[src/rtl/pwm_timer.sv]
// Multi-channel PWM timer on the PicoRV32 native bus: shared prescaler/period counter,
// per-channel compare, double-buffered period/duty applied at period wrap, level IRQ on wrap.
module pwm_timer #(
    parameter int unsigned CHANNELS  = 4,
    parameter int unsigned CNT_WIDTH = 16
) (
    input  logic                clk,
    input  logic                reset,
    input  logic                select,
    input  logic [3:0]          wstrb,
    input  logic [4:0]          addr,
    input  logic [31:0]         data_i,
    output logic                ready,
    output logic [31:0]         data_o,
    output logic [CHANNELS-1:0] pwm_out,
    output logic                irq
);
    localparam int unsigned W = CNT_WIDTH;

    localparam logic [2:0] REG_CTRL   = 3'd0;
    localparam logic [2:0] REG_PRESC  = 3'd1;
    localparam logic [2:0] REG_PERIOD = 3'd2;
    localparam logic [2:0] REG_STATUS = 3'd3;

    typedef enum logic [1:0] {
        BUS_IDLE,
        BUS_ACK,
        BUS_HOLD
    } bus_state_t;

    bus_state_t bus_state, bus_state_nxt;
    logic       access;

    logic         en, en_nxt;
    logic         irq_en, irq_en_nxt;
    logic         wrapf, wrapf_nxt;
    logic [W-1:0] presc, presc_nxt;
    logic [W-1:0] period, period_nxt;
    logic [W-1:0] period_s, period_s_nxt;
    logic [W-1:0] pc, pc_nxt;
    logic [W-1:0] cnt, cnt_nxt;
    logic [W-1:0] duty [CHANNELS];
    logic [W-1:0] duty_nxt [CHANNELS];
    logic [W-1:0] duty_s [CHANNELS];
    logic [W-1:0] duty_s_nxt [CHANNELS];

    logic                tick;
    logic                wrap;
    logic                wr;
    logic [2:0]          word;
    logic [31:0]         wmask;
    logic [31:0]         rdata;
    logic [CHANNELS-1:0] pwm_nxt;
    logic                addr_unused;

    assign word        = addr[4:2];
    assign wr          = access && (wstrb != 4'b0000);
    assign wmask       = {{8{wstrb[3]}}, {8{wstrb[2]}}, {8{wstrb[1]}}, {8{wstrb[0]}}};
    assign addr_unused = ^addr[1:0];

    // Byte-lane merge of a write into a CNT_WIDTH field; bytes above the field are dropped.
    function automatic logic [W-1:0] merge(input logic [W-1:0] old_val,
                                           input logic [31:0]  wdata,
                                           input logic [31:0]  mask);
        return W'((32'(old_val) & ~mask) | (wdata & mask));
    endfunction

    // Bus handshake state register
    always_ff @(posedge clk or posedge reset) begin
        if (reset) begin
            bus_state <= BUS_IDLE;
        end else begin
            bus_state <= bus_state_nxt;
        end
    end

    // One access per select assertion; HOLD waits for select to drop
    always_comb begin
        bus_state_nxt = bus_state;
        access        = 1'b0;
        case (bus_state)
            BUS_IDLE: begin
                if (select) begin
                    bus_state_nxt = BUS_ACK;
                    access        = 1'b1;
                end
            end
            BUS_ACK:  bus_state_nxt = select ? BUS_HOLD : BUS_IDLE;
            BUS_HOLD: begin
                if (!select) begin
                    bus_state_nxt = BUS_IDLE;
                end
            end
            default:  bus_state_nxt = BUS_IDLE;
        endcase
    end

    // Counter, shadow and register next-state
    always_comb begin
        tick         = 1'b0;
        wrap         = 1'b0;
        en_nxt       = en;
        irq_en_nxt   = irq_en;
        wrapf_nxt    = wrapf;
        presc_nxt    = presc;
        period_nxt   = period;
        period_s_nxt = period_s;
        pc_nxt       = pc;
        cnt_nxt      = cnt;
        duty_nxt     = duty;
        duty_s_nxt   = duty_s;

        if (en) begin
            tick = (pc == presc);
            wrap = tick && (cnt == period_s);
            if (tick) begin
                pc_nxt  = '0;
                cnt_nxt = wrap ? '0 : cnt + W'(1);
            end else begin
                pc_nxt = pc + W'(1);
            end
            if (wrap) begin
                period_s_nxt = period;
                duty_s_nxt   = duty;
            end
        end else begin
            // Shadows follow the live registers so enabling starts with current values
            pc_nxt       = '0;
            cnt_nxt      = '0;
            period_s_nxt = period;
            duty_s_nxt   = duty;
        end

        if (wr) begin
            case (word)
                REG_CTRL: begin
                    if (wstrb[0]) begin
                        en_nxt     = data_i[0];
                        irq_en_nxt = data_i[1];
                    end
                end
                REG_PRESC:  presc_nxt  = merge(presc, data_i, wmask);
                REG_PERIOD: period_nxt = merge(period, data_i, wmask);
                REG_STATUS: begin
                    if (wstrb[0] && data_i[0]) begin
                        wrapf_nxt = 1'b0;
                    end
                end
                default: begin
                    for (int i = 0; i < int'(CHANNELS); i++) begin
                        if (addr[3:2] == 2'(i)) begin
                            duty_nxt[i] = merge(duty[i], data_i, wmask);
                        end
                    end
                end
            endcase
        end

        // A wrap in the same cycle as a W1C keeps the flag set
        if (wrap) begin
            wrapf_nxt = 1'b1;
        end
    end

    // Read mux; fields zero-extended, unmapped words read 0
    always_comb begin
        rdata = '0;
        case (word)
            REG_CTRL:   rdata = {30'd0, irq_en, en};
            REG_PRESC:  rdata = 32'(presc);
            REG_PERIOD: rdata = 32'(period);
            REG_STATUS: rdata = {31'd0, wrapf};
            default: begin
                for (int i = 0; i < int'(CHANNELS); i++) begin
                    if (addr[3:2] == 2'(i)) begin
                        rdata = 32'(duty[i]);
                    end
                end
            end
        endcase
    end

    always_comb begin
        pwm_nxt = '0;
        for (int i = 0; i < int'(CHANNELS); i++) begin
            pwm_nxt[i] = en && (cnt < duty_s[i]);
        end
    end

    always_ff @(posedge clk or posedge reset) begin
        if (reset) begin
            en       <= 1'b0;
            irq_en   <= 1'b0;
            wrapf    <= 1'b0;
            presc    <= '0;
            period   <= '0;
            period_s <= '0;
            pc       <= '0;
            cnt      <= '0;
            for (int i = 0; i < int'(CHANNELS); i++) begin
                duty[i]   <= '0;
                duty_s[i] <= '0;
            end
        end else begin
            en       <= en_nxt;
            irq_en   <= irq_en_nxt;
            wrapf    <= wrapf_nxt;
            presc    <= presc_nxt;
            period   <= period_nxt;
            period_s <= period_s_nxt;
            pc       <= pc_nxt;
            cnt      <= cnt_nxt;
            for (int i = 0; i < int'(CHANNELS); i++) begin
                duty[i]   <= duty_nxt[i];
                duty_s[i] <= duty_s_nxt[i];
            end
        end
    end

    // Registered outputs; irq tracks the flag and enable as they will be after this edge
    always_ff @(posedge clk or posedge reset) begin
        if (reset) begin
            ready   <= 1'b0;
            data_o  <= '0;
            pwm_out <= '0;
            irq     <= 1'b0;
        end else begin
            ready   <= access;
            if (access) begin
                data_o <= rdata;
            end
            pwm_out <= pwm_nxt;
            irq     <= wrapf_nxt && irq_en_nxt;
        end
    end

endmodule

[config.mk]
export PLATFORM = sky130hd
export DESIGN_NAME = pwm_timer
export DESIGN_NICKNAME = d
export VERILOG_FILES = /design/src/rtl/pwm_timer.sv
export SDC_FILE = /design/constraint.sdc
export NUM_CORES = 1
export LEC_CHECK = 0
export CORE_AREA = 2 2 131 183
export DETAILED_ROUTE_END_ITERATION = 6
export DIE_AREA = 0 0 133 185
export GPL_ROUTABILITY_DRIVEN = 0
export MAX_ROUTING_LAYER = met4
export PLACE_DENSITY = 0.82
export SLEW_MARGIN = 20
export SYNTH_ARGS = -nofsm -noshare
export SYNTH_HDL_FRONTEND = slang
export SYNTH_SLANG_ARGS = --single-unit
[constraint.sdc]
create_clock -name clk -period 10.96 [get_ports clk]
set_clock_uncertainty 0.1 [all_clocks]
set_input_delay 1.644 -clock clk [delete_from_list [all_inputs] [get_ports clk]]
set_output_delay 1.644 -clock clk [all_outputs]
set_load 0.1 [all_outputs]
Word level (Yosys, flattened, before mapping)
Cells that the tools add are included.
{"block": "op_classes", "add_sub_neg": 2, "order_cmp": 4, "eq_ne": 14, "mux": 28, "n_bitwise": 15, "n_reduce_logical": 21}
{"operator": "16-bit two-way mux", "count": 8}
{"operator": "64-bit two-way mux", "count": 2}
{"operator": "32-bit one-hot mux with 4 select lines", "count": 1}
{"operator": "16-bit bitwise AND", "count": 7}
{"operator": "32-bit two-way mux", "count": 3}
{"operator": "16-bit bitwise OR", "count": 6}
{"operator": "16-bit < comparator", "count": 4}
{"operator": "16-bit by 1-bit adder with 16-bit output (second input constant)", "count": 2}
{"operator": "16-bit equality test", "count": 2}
{"operator": "16-bit inverter", "count": 1}
{"operator": "3-bit AND reduction", "count": 5}
{"operator": "1-bit two-way mux", "count": 10}
{"operator": "1-bit logical AND", "count": 8}
{"operator": "2-bit equality test (second input constant)", "count": 3}
{"operator": "3-bit by 2-bit equality test with 1-bit output (second input constant)", "count": 2}
{"operator": "2-bit two-way mux", "count": 3}
{"operator": "2-bit one-hot mux with 3 select lines", "count": 1}
{"operator": "2-bit AND reduction", "count": 3}
{"operator": "2-bit by 1-bit equality test with 1-bit output (second input constant)", "count": 2}
{"operator": "2-bit zero test", "count": 2}
{"operator": "2-bit by 1-bit != test with 1-bit output (second input constant)", "count": 2}
{"operator": "2-bit != test (second input constant)", "count": 2}
{"operator": "4-bit nonzero test", "count": 1}
{"operator": "4-bit OR reduction", "count": 1}
{"operator": "3 further kinds", "count": 3}
{"block": "word_totals", "regBits": 251, "inputBits": 44, "output_inout_bits": 38, "elab_cells": 105}

Longest topological paths before layout
Gate-level depths: netlist of the first run.
{"block": "logic_depth", "depth_word": 6, "ltp_mapped": 9, "depth_no_buf": 8}

Worst setup path after synthesis of the first run
OpenSTA, ideal clock, no wires.
{"block": "synth_path", "path_type": "input -> register", "from": "input port addr[3]", "to": "register with a tool-made name", "setup_ns": 0.125, "arrival_ns": 3.125, "required_ns": 10.735, "slack_ns": 7.610, "cell_stages": 5, "path_buffers": 2, "path_cell_list": "clkbuf_1 > nor2b_1 > clkbuf_1 > nor3b_2 > mux2_2"}
{"element": "start: declaration", "line": "11", "text": "input logic [4:0] addr,"}

Final worst setup path of the first run
{"block": "layout_path", "from": "register cnt[7]", "to": "register period_s[6]"}
{"block": "layout_between", "elab_chain_cells": 3}
{"element": "start: declaration", "line": "41", "text": "logic [W-1:0] cnt, cnt_nxt;"}
{"element": "start signal: assignment", "line": "212", "text": "cnt <= cnt_nxt;"}
{"element": "16-bit equality test", "line": "115", "text": "wrap = tick && (cnt == period_s);"}
{"element": "1-bit logical AND", "line": "115"}
{"element": "2-bit by 1-bit != test with 1-bit output (no source line)"}
{"element": "end signal: assignment", "line": "210", "text": "period_s <= period_s_nxt;"}
{"element": "end: declaration", "line": "39", "text": "logic [W-1:0] period_s, period_s_nxt;"}
Every way passes these cells.
A chain may end at the register's enable or synchronous reset.

==> results.txt, run 1 <==
----------------------------------------------------
[Floorplan]
  I/O Pins ... 82
  Height of the chip ... 185 µm
  Placement Rows ... 66
  Starting density of the core ... 50.1%
  Core Footprint ... 0.0230 mm²
  Die W ... 133 µm
  DIE AREA ... 0.0246 mm²

[Detailed routing]
  Post-DR vias/cell ... 5.67
  Number of violations reported at the end of detailed-routing iteration 0 ... 510
  Routed wirelength normalized by instance count ... 19.4 µm
  Number of iterations in the first detailed-routing pass ... 5
  Number of DRC violations after detailed routing ... 0
  Final ANT Viol Nets ... 0
  Total via count in the routed design ... 7786
  Detailed-route wire length ... 26.6 mm

[Power]
  Post-layout power ... 3.13 mW
  Worst vdd ir ... 0.189 mV
  Leakage power of the design ... 6.12 nW
  Pwr dens ... 241 mW/mm²

[Synthesis]
  Post-Synthesis Cell Area ... 0.0115 mm²
  Share of async-settable or async-resettable flops after synthesis ... 100%
  Synthesis-stage register bit count ... 235
  Avg Cell Area, Syn ... 11.4 µm²
  Number of different library cells in the post-synthesis netlist ... 47
  Yosys synthesis warning count ... 0
  Post-synthesis cell count ... 1015
  Leading register cell type out of synthesis ... sky130_fd_sc_hd__dfrtp_1
  EDFF count, synth ... 0
  Sequential cell area fraction in the yosys report ... 51.0%

[Global route]
  Global-route wire length before repair ... 42.6 mm
  Largest net degree at the start of global routing ... 83
  Total global-route track usage ... 22.7%
  Via count of the first global-routing pass ... 7968
  GR Layer Usage met1 ... 27.2%
  GRT Max-Usage Layer ... met2
  Antenna violations before repair ... 0
  GR met3 Demand/Resource ... 2.03%
  M2 GR Usage ... 39.7%
  Total congestion overflow ... 0

[Cells and area]
  Fraction of layout cells with a size suffix above 1 ... 16.8%
  Utilization of the core after routing ... 56.3%
  Area grow syn2layout ... 12.5%
  Leading cell type in the layout, fill and taps excluded ... sky130_fd_sc_hd__dfrtp_1
  Most used cells in the layout excluding fill and tap cells ... sky130_fd_sc_hd__dfrtp_1 (235), sky130_fd_sc_hd__mux2_2 (111), sky130_fd_sc_hd__nand2_1 (100), sky130_fd_sc_hd__o21ai_0 (70), sky130_fd_sc_hd__inv_1 (66)
  Ant. Diodes ... 0
  Final #Nets ... 1159
  Fill cells ... 1780

[Status]
  Result of the run ... finished clean

[Worst setup path]
  Max FO, Critical Path ... 79
  Arrival time of data at the critical path endpoint ... 4130 ps
  Worst setup SP type ... flop
  Endpoint class of the critical path ... flop
  Critical path class ... flop to flop
  CP Data Required Time ... 11250 ps

[Timing]
  Unrepaired setup endpoints after global routing ... false
  Number of failing hold endpoints at the final stage ... 0
  Maximum frequency from static timing analysis ... 260 MHz
  Worst slew margin relative to its limit ... 27.4%
  Setup-failing EPs final ... 0
  Final critical-path required period ... 3840 ps
  Slew at the pin closest to its max-slew limit ... 1090 ps
  Worst hold slack ... 380 ps
  Final period util ... 35.1%
  Final sum of negative setup slack ... 0 ps
  Number of pins exceeding their max-slew limit in the final report ... 0
  Worst-case setup margin in the final layout ... 7120 ps

[Place]
  Port-buffer cells ... 45
  Detailed placer's ending HPWL ... 18.3 mm
  Post-place setup slack ... 6240 ps

[Clock network]
  Total of cells resized after clock tree synthesis ... 0
  Skew-Pair Late Insertion Delay ... 510 ps
  Number of sinks handled by clock tree synthesis ... 235
  Clock tree from TritonCTS ... yes
  Bufs on Longest Clock Path ... 3
  Clock transition at the registers of the reported paths ... 70 ps
  Total CTS buffers ... 21
  CTS hold repair buffers ... 0
  Clock H-tree levels ... 1
  Setup bufs post-CTS ... 0
  Root Buffer Master ... sky130_fd_sc_hd__clkbuf_16

[Hold path]
  Class of the most critical hold timing path ... flop to flop

[Job]
  Max capacitance violation total ... 0

----------------------------------------------------
## where the power goes
group	switching, mW	internal (mW)	total (mW)
clock	0.320	0.478	0.798
combinational	0.648	0.370	1.02
sequential	0.171	1.14	1.31
## worst paths after layout
kind	to	start	slack (ps)	depth (start not counted)
worst max-delay path	period_s[6]	cnt[7]	7120	7
worst min-delay path	data_o[15]	data_o[15]	380	2
worst max register to register	period_s[6]	cnt[7]	7120	7
worst min register to register	data_o[15]	data_o[15]	380	2
max in group asynchronous	irq	reset	7520	5
min in group asynchronous	pwm_out[0]	reset	1480	2
## per-stage QoR
| stage | instance area (µm²) | std cells |
|---|---|---|
| after global routing | 13000 | 1373 |
| final | 13000 | 1373 |
| after floorplan | 11600 | 1030 |
| after detailed placement | 12200 | 1335 |
| after global placement | 12200 | 1335 |
| after CTS | 12900 | 1372 |
## synthesized netlist by cell type (19+ instances only)
cell type / number / area, µm²
sky130_fd_sc_hd__buf_4: 19 / 143
sky130_fd_sc_hd__o21ai_0: 70 / 350
sky130_fd_sc_hd__nor2_1: 55 / 206
sky130_fd_sc_hd__ha_1: 62 / 776
sky130_fd_sc_hd__mux2_2: 111 / 1250
sky130_fd_sc_hd__nand3_1: 19 / 95.1
sky130_fd_sc_hd__xor2_1: 53 / 464
sky130_fd_sc_hd__dfrtp_1: 235 / 5880
sky130_fd_sc_hd__a21oi_1: 32 / 160
sky130_fd_sc_hd__nand2_1: 100 / 375
sky130_fd_sc_hd__inv_1: 67 / 251
## cell type report
type	count	area [µm²]	share of cell area (%)
multi-input combinational	672	5160	39.8
sequential	235	5880	45.3
inverter	67	259	2.00
tap	306	383	2.95
timing repair buffer	56	557	4.29
clock inverter	10	178	1.37
clock buffer	27	558	4.30
## cell families (layout without fill, tap and decap cells)
family	Yosys count	after routing	share of synthesized area, %
DFF	235	235	51.0
AOI/OAI and AO/OA	162	162	8.31
other	1	16	0.0325
buffers and inverters	123	160	4.87
xor gates and xnor gates	61	61	4.63
adders and majority gates	62	62	6.72
muxes	138	138	15.1
and+or+nand+nor	233	233	9.39
## routing by layer
metal	share of wire [%]	routed length, µm	vias up
li1	-	-	3584
met1	39	10500	3898
met2	52	13700	243
met3	5.1	1350	61
met4	4.0	1070	0
met5	0	0	-
## worst max-delay path: stages (launching register included)
cell and delay [ps]:
sky130_fd_sc_hd__dfrtp_1 540, sky130_fd_sc_hd__xor2_1 250, sky130_fd_sc_hd__nor4_1 460, sky130_fd_sc_hd__nand2_1 190, sky130_fd_sc_hd__o41ai_4 340, sky130_fd_sc_hd__buf_4 640, sky130_fd_sc_hd__buf_4 740, sky130_fd_sc_hd__mux2_2 410
(Power assumes the default switching activity.)
==> inputs of run 2 (changes only) <==
==> constraint.sdc (replaced) <==
create_clock -name clk -period 4 [get_ports clk]
set_clock_uncertainty 0.1 [all_clocks]
set_input_delay 0.6 -clock clk [delete_from_list [all_inputs] [get_ports clk]]
set_output_delay 0.6 -clock clk [all_outputs]
set_load 0.1 [all_outputs]
==> run 2 against run 1 <==
Against the previous run: core utilization increased by 0.18 points; wire length decreased by 0.25%; sequential cell count unchanged; setup slack lost 6200 ps; largest cell class unchanged; largest power group unchanged.
==> results.txt, run 2 (synthesis results as in run 1) <==
----------------------------------------------------
[Timing]
  Unrepaired setup endpoints after global routing ... false
  Final period util ... 76.7%
  Setup-failing EPs final ... 0
  Worst slew margin relative to its limit ... 34.3%
  Slew at the pin closest to its max-slew limit ... 983 ps
  Number of pins exceeding their max-slew limit in the final report ... 0
  Worst-case setup margin in the final layout ... 933 ps
  Number of failing hold endpoints at the final stage ... 0
  Maximum frequency from static timing analysis ... 326 MHz
  Final critical-path required period ... 3070 ps
  Final sum of negative setup slack ... 0 ps

[Hold path]
  Class of the most critical hold timing path ... primary input to async pin

[Clock network]
  Clock H-tree levels ... 1
  Clock tree from TritonCTS ... yes
  Root Buffer Master ... sky130_fd_sc_hd__clkbuf_16
  Skew-Pair Late Insertion Delay ... 510 ps
  Bufs on Longest Clock Path ... 3
  Total of cells resized after clock tree synthesis ... 0
  Setup bufs post-CTS ... 0
  CTS hold repair buffers ... 0
  Number of sinks handled by clock tree synthesis ... 235
  Clock transition at the registers of the reported paths ... 60 ps
  Total CTS buffers ... 22

[Cells and area]
  Leading cell type in the layout, fill and taps excluded ... sky130_fd_sc_hd__dfrtp_1
  Final #Nets ... 1168
  Sequential cell area in the final layout ... 0.00588 mm²
  Ant. Diodes ... 0
  Most used cells in the layout excluding fill and tap cells ... sky130_fd_sc_hd__dfrtp_1 (235), sky130_fd_sc_hd__mux2_2 (111), sky130_fd_sc_hd__nand2_1 (100), sky130_fd_sc_hd__o21ai_0 (70), sky130_fd_sc_hd__inv_1 (66)
  Fill cells ... 1826
  Multi-input gate area in the final layout ... 0.00516 mm²
  Area grow syn2layout ... 12.8%
  Fraction of layout cells with a size suffix above 1 ... 17.7%

[Power]
  Switching Share ... 37.0%
  Sequential power share ... 42.8%
  Net Sw Power ... 3.12 mW
  Worst vdd ir ... 0.573 mV
  Leakage power of the design ... 6.15 nW
  Logic pwr share ... 32.9%
  Clock share of power ... 24.3%
  Pwr dens ... 648 mW/mm²
  Internal Power ... 5.32 mW

[Floorplan]
  I/O Pins ... 82
  Height of the chip ... 185 µm
  Die W ... 133 µm
  DIE AREA ... 0.0246 mm²
  Starting density of the core ... 50.1%
  Placement Rows ... 66
  Core Footprint ... 0.0230 mm²

[Global route]
  GR Layer Usage met1 ... 28.4%
  GRT Max-Usage Layer ... met2
  Global-route wire length before repair ... 42.8 mm
  Antenna violations before repair ... 0
  M2 GR Usage ... 38.9%
  Total congestion overflow ... 0
  Total global-route track usage ... 22.9%
  GR met3 Demand/Resource ... 1.81%
  Via count of the first global-routing pass ... 8016
  Largest net degree at the start of global routing ... 157

[Worst setup path]
  Worst setup SP type ... flop
  Maximum single-stage delay on the critical path ... 630 ps
  Critical path class ... flop to flop
  CP Data Required Time ... 4290 ps
  Slowest stage cell on the critical path ... sky130_fd_sc_hd__dfrtp_1
  Critical path cell sequence ... xor2_1 -> nor4_1 -> nand2_1 -> o41ai_4 -> buf_12 -> mux2_2
  Arrival time of data at the critical path endpoint ... 3360 ps
  Endpoint class of the critical path ... flop
  Max FO, Critical Path ... 156

[Detailed routing]
  Number of violations reported at the end of detailed-routing iteration 0 ... 510
  Total via count in the routed design ... 7885
  Routed wirelength normalized by instance count ... 19.2 µm
  Final ANT Viol Nets ... 0
  Detailed-route wire length ... 26.5 mm
  Number of DRC violations after detailed routing ... 0
  Number of iterations in the first detailed-routing pass ... 4
  Post-DR vias/cell ... 5.71

[Place]
  Detailed placer's ending HPWL ... 18.4 mm
  Port-buffer cells ... 45
  Post-place setup slack ... 760 ps

[Status]
  Result of the run ... finished clean

[Job]
  Max capacitance violation total ... 0

----------------------------------------------------
run 2: metal layers:
| layer | routed length (µm) | part of all wire [%] |
|---|---|---|
| met1 | 10700 | 40 |
| met2 | 13600 | 51 |
| met3 | 1140 | 4.3 |
| met4 | 1090 | 4.1 |
| met5 | 0 | 0 |
run 2: layout make-up:
type / instances / area share [%]
multi-input cells: 672 / 39.7
flip-flops and latches: 235 / 45.2
clock inverters: 6 / 0.298
well taps: 306 / 2.94
clock buffers: 32 / 5.14
repair buffers: 64 / 4.84
inverters: 67 / 1.96
run 2: final timing paths:
check	slack (ps)	cells past startpoint	to	from
setup reg to reg	930	6	period_s[15]	cnt[14]
setup / recovery	930	6	period_s[15]	cnt[14]
hold / removal	280	2	pwm_out[0]	reset
hold reg to reg	380	2	data_o[3]	data_o[3]
max in group asynchronous	2710	3	async pin	reset
min in group clk	380	2	data_o[3]	data_o[3]
run 2: worst max-delay path, delay by kind of cell (launching register included):
| family | cells | cell delay, ps |
|---|---|---|
| compound gates | 1 | 290 |
| xor+xnor | 1 | 240 |
| buf+inv | 1 | 500 |
| flops | 1 | 630 |
| mux | 1 | 400 |
| simple gates | 2 | 660 |
run 2: per-stage QoR:
step,cell area (µm²),utilization (%),power (mW),std cells,hold slack [ps]
3_3_place_gp,12300,53.4,6.26,1344,367
4_1_cts,13000,56.5,8.46,1382,281
3_5_place_dp,12300,53.4,6.39,1344,372
5_1_grt,13000,56.5,8.89,1382,298
6_report,13000,56.5,8.44,1382,276
2_1_floorplan,11600,-,5.63,1030,361
run 2: power by group through the flow:
stage	sequential [mW]	combinational, mW	clock (mW)
after global routing	3.68	3.03	2.17
final	3.61	2.78	2.05
after global placement	3.60	2.66	0
after floorplan	4.03	1.60	0
after detailed placement	3.64	2.75	0
after CTS	3.60	2.79	2.07
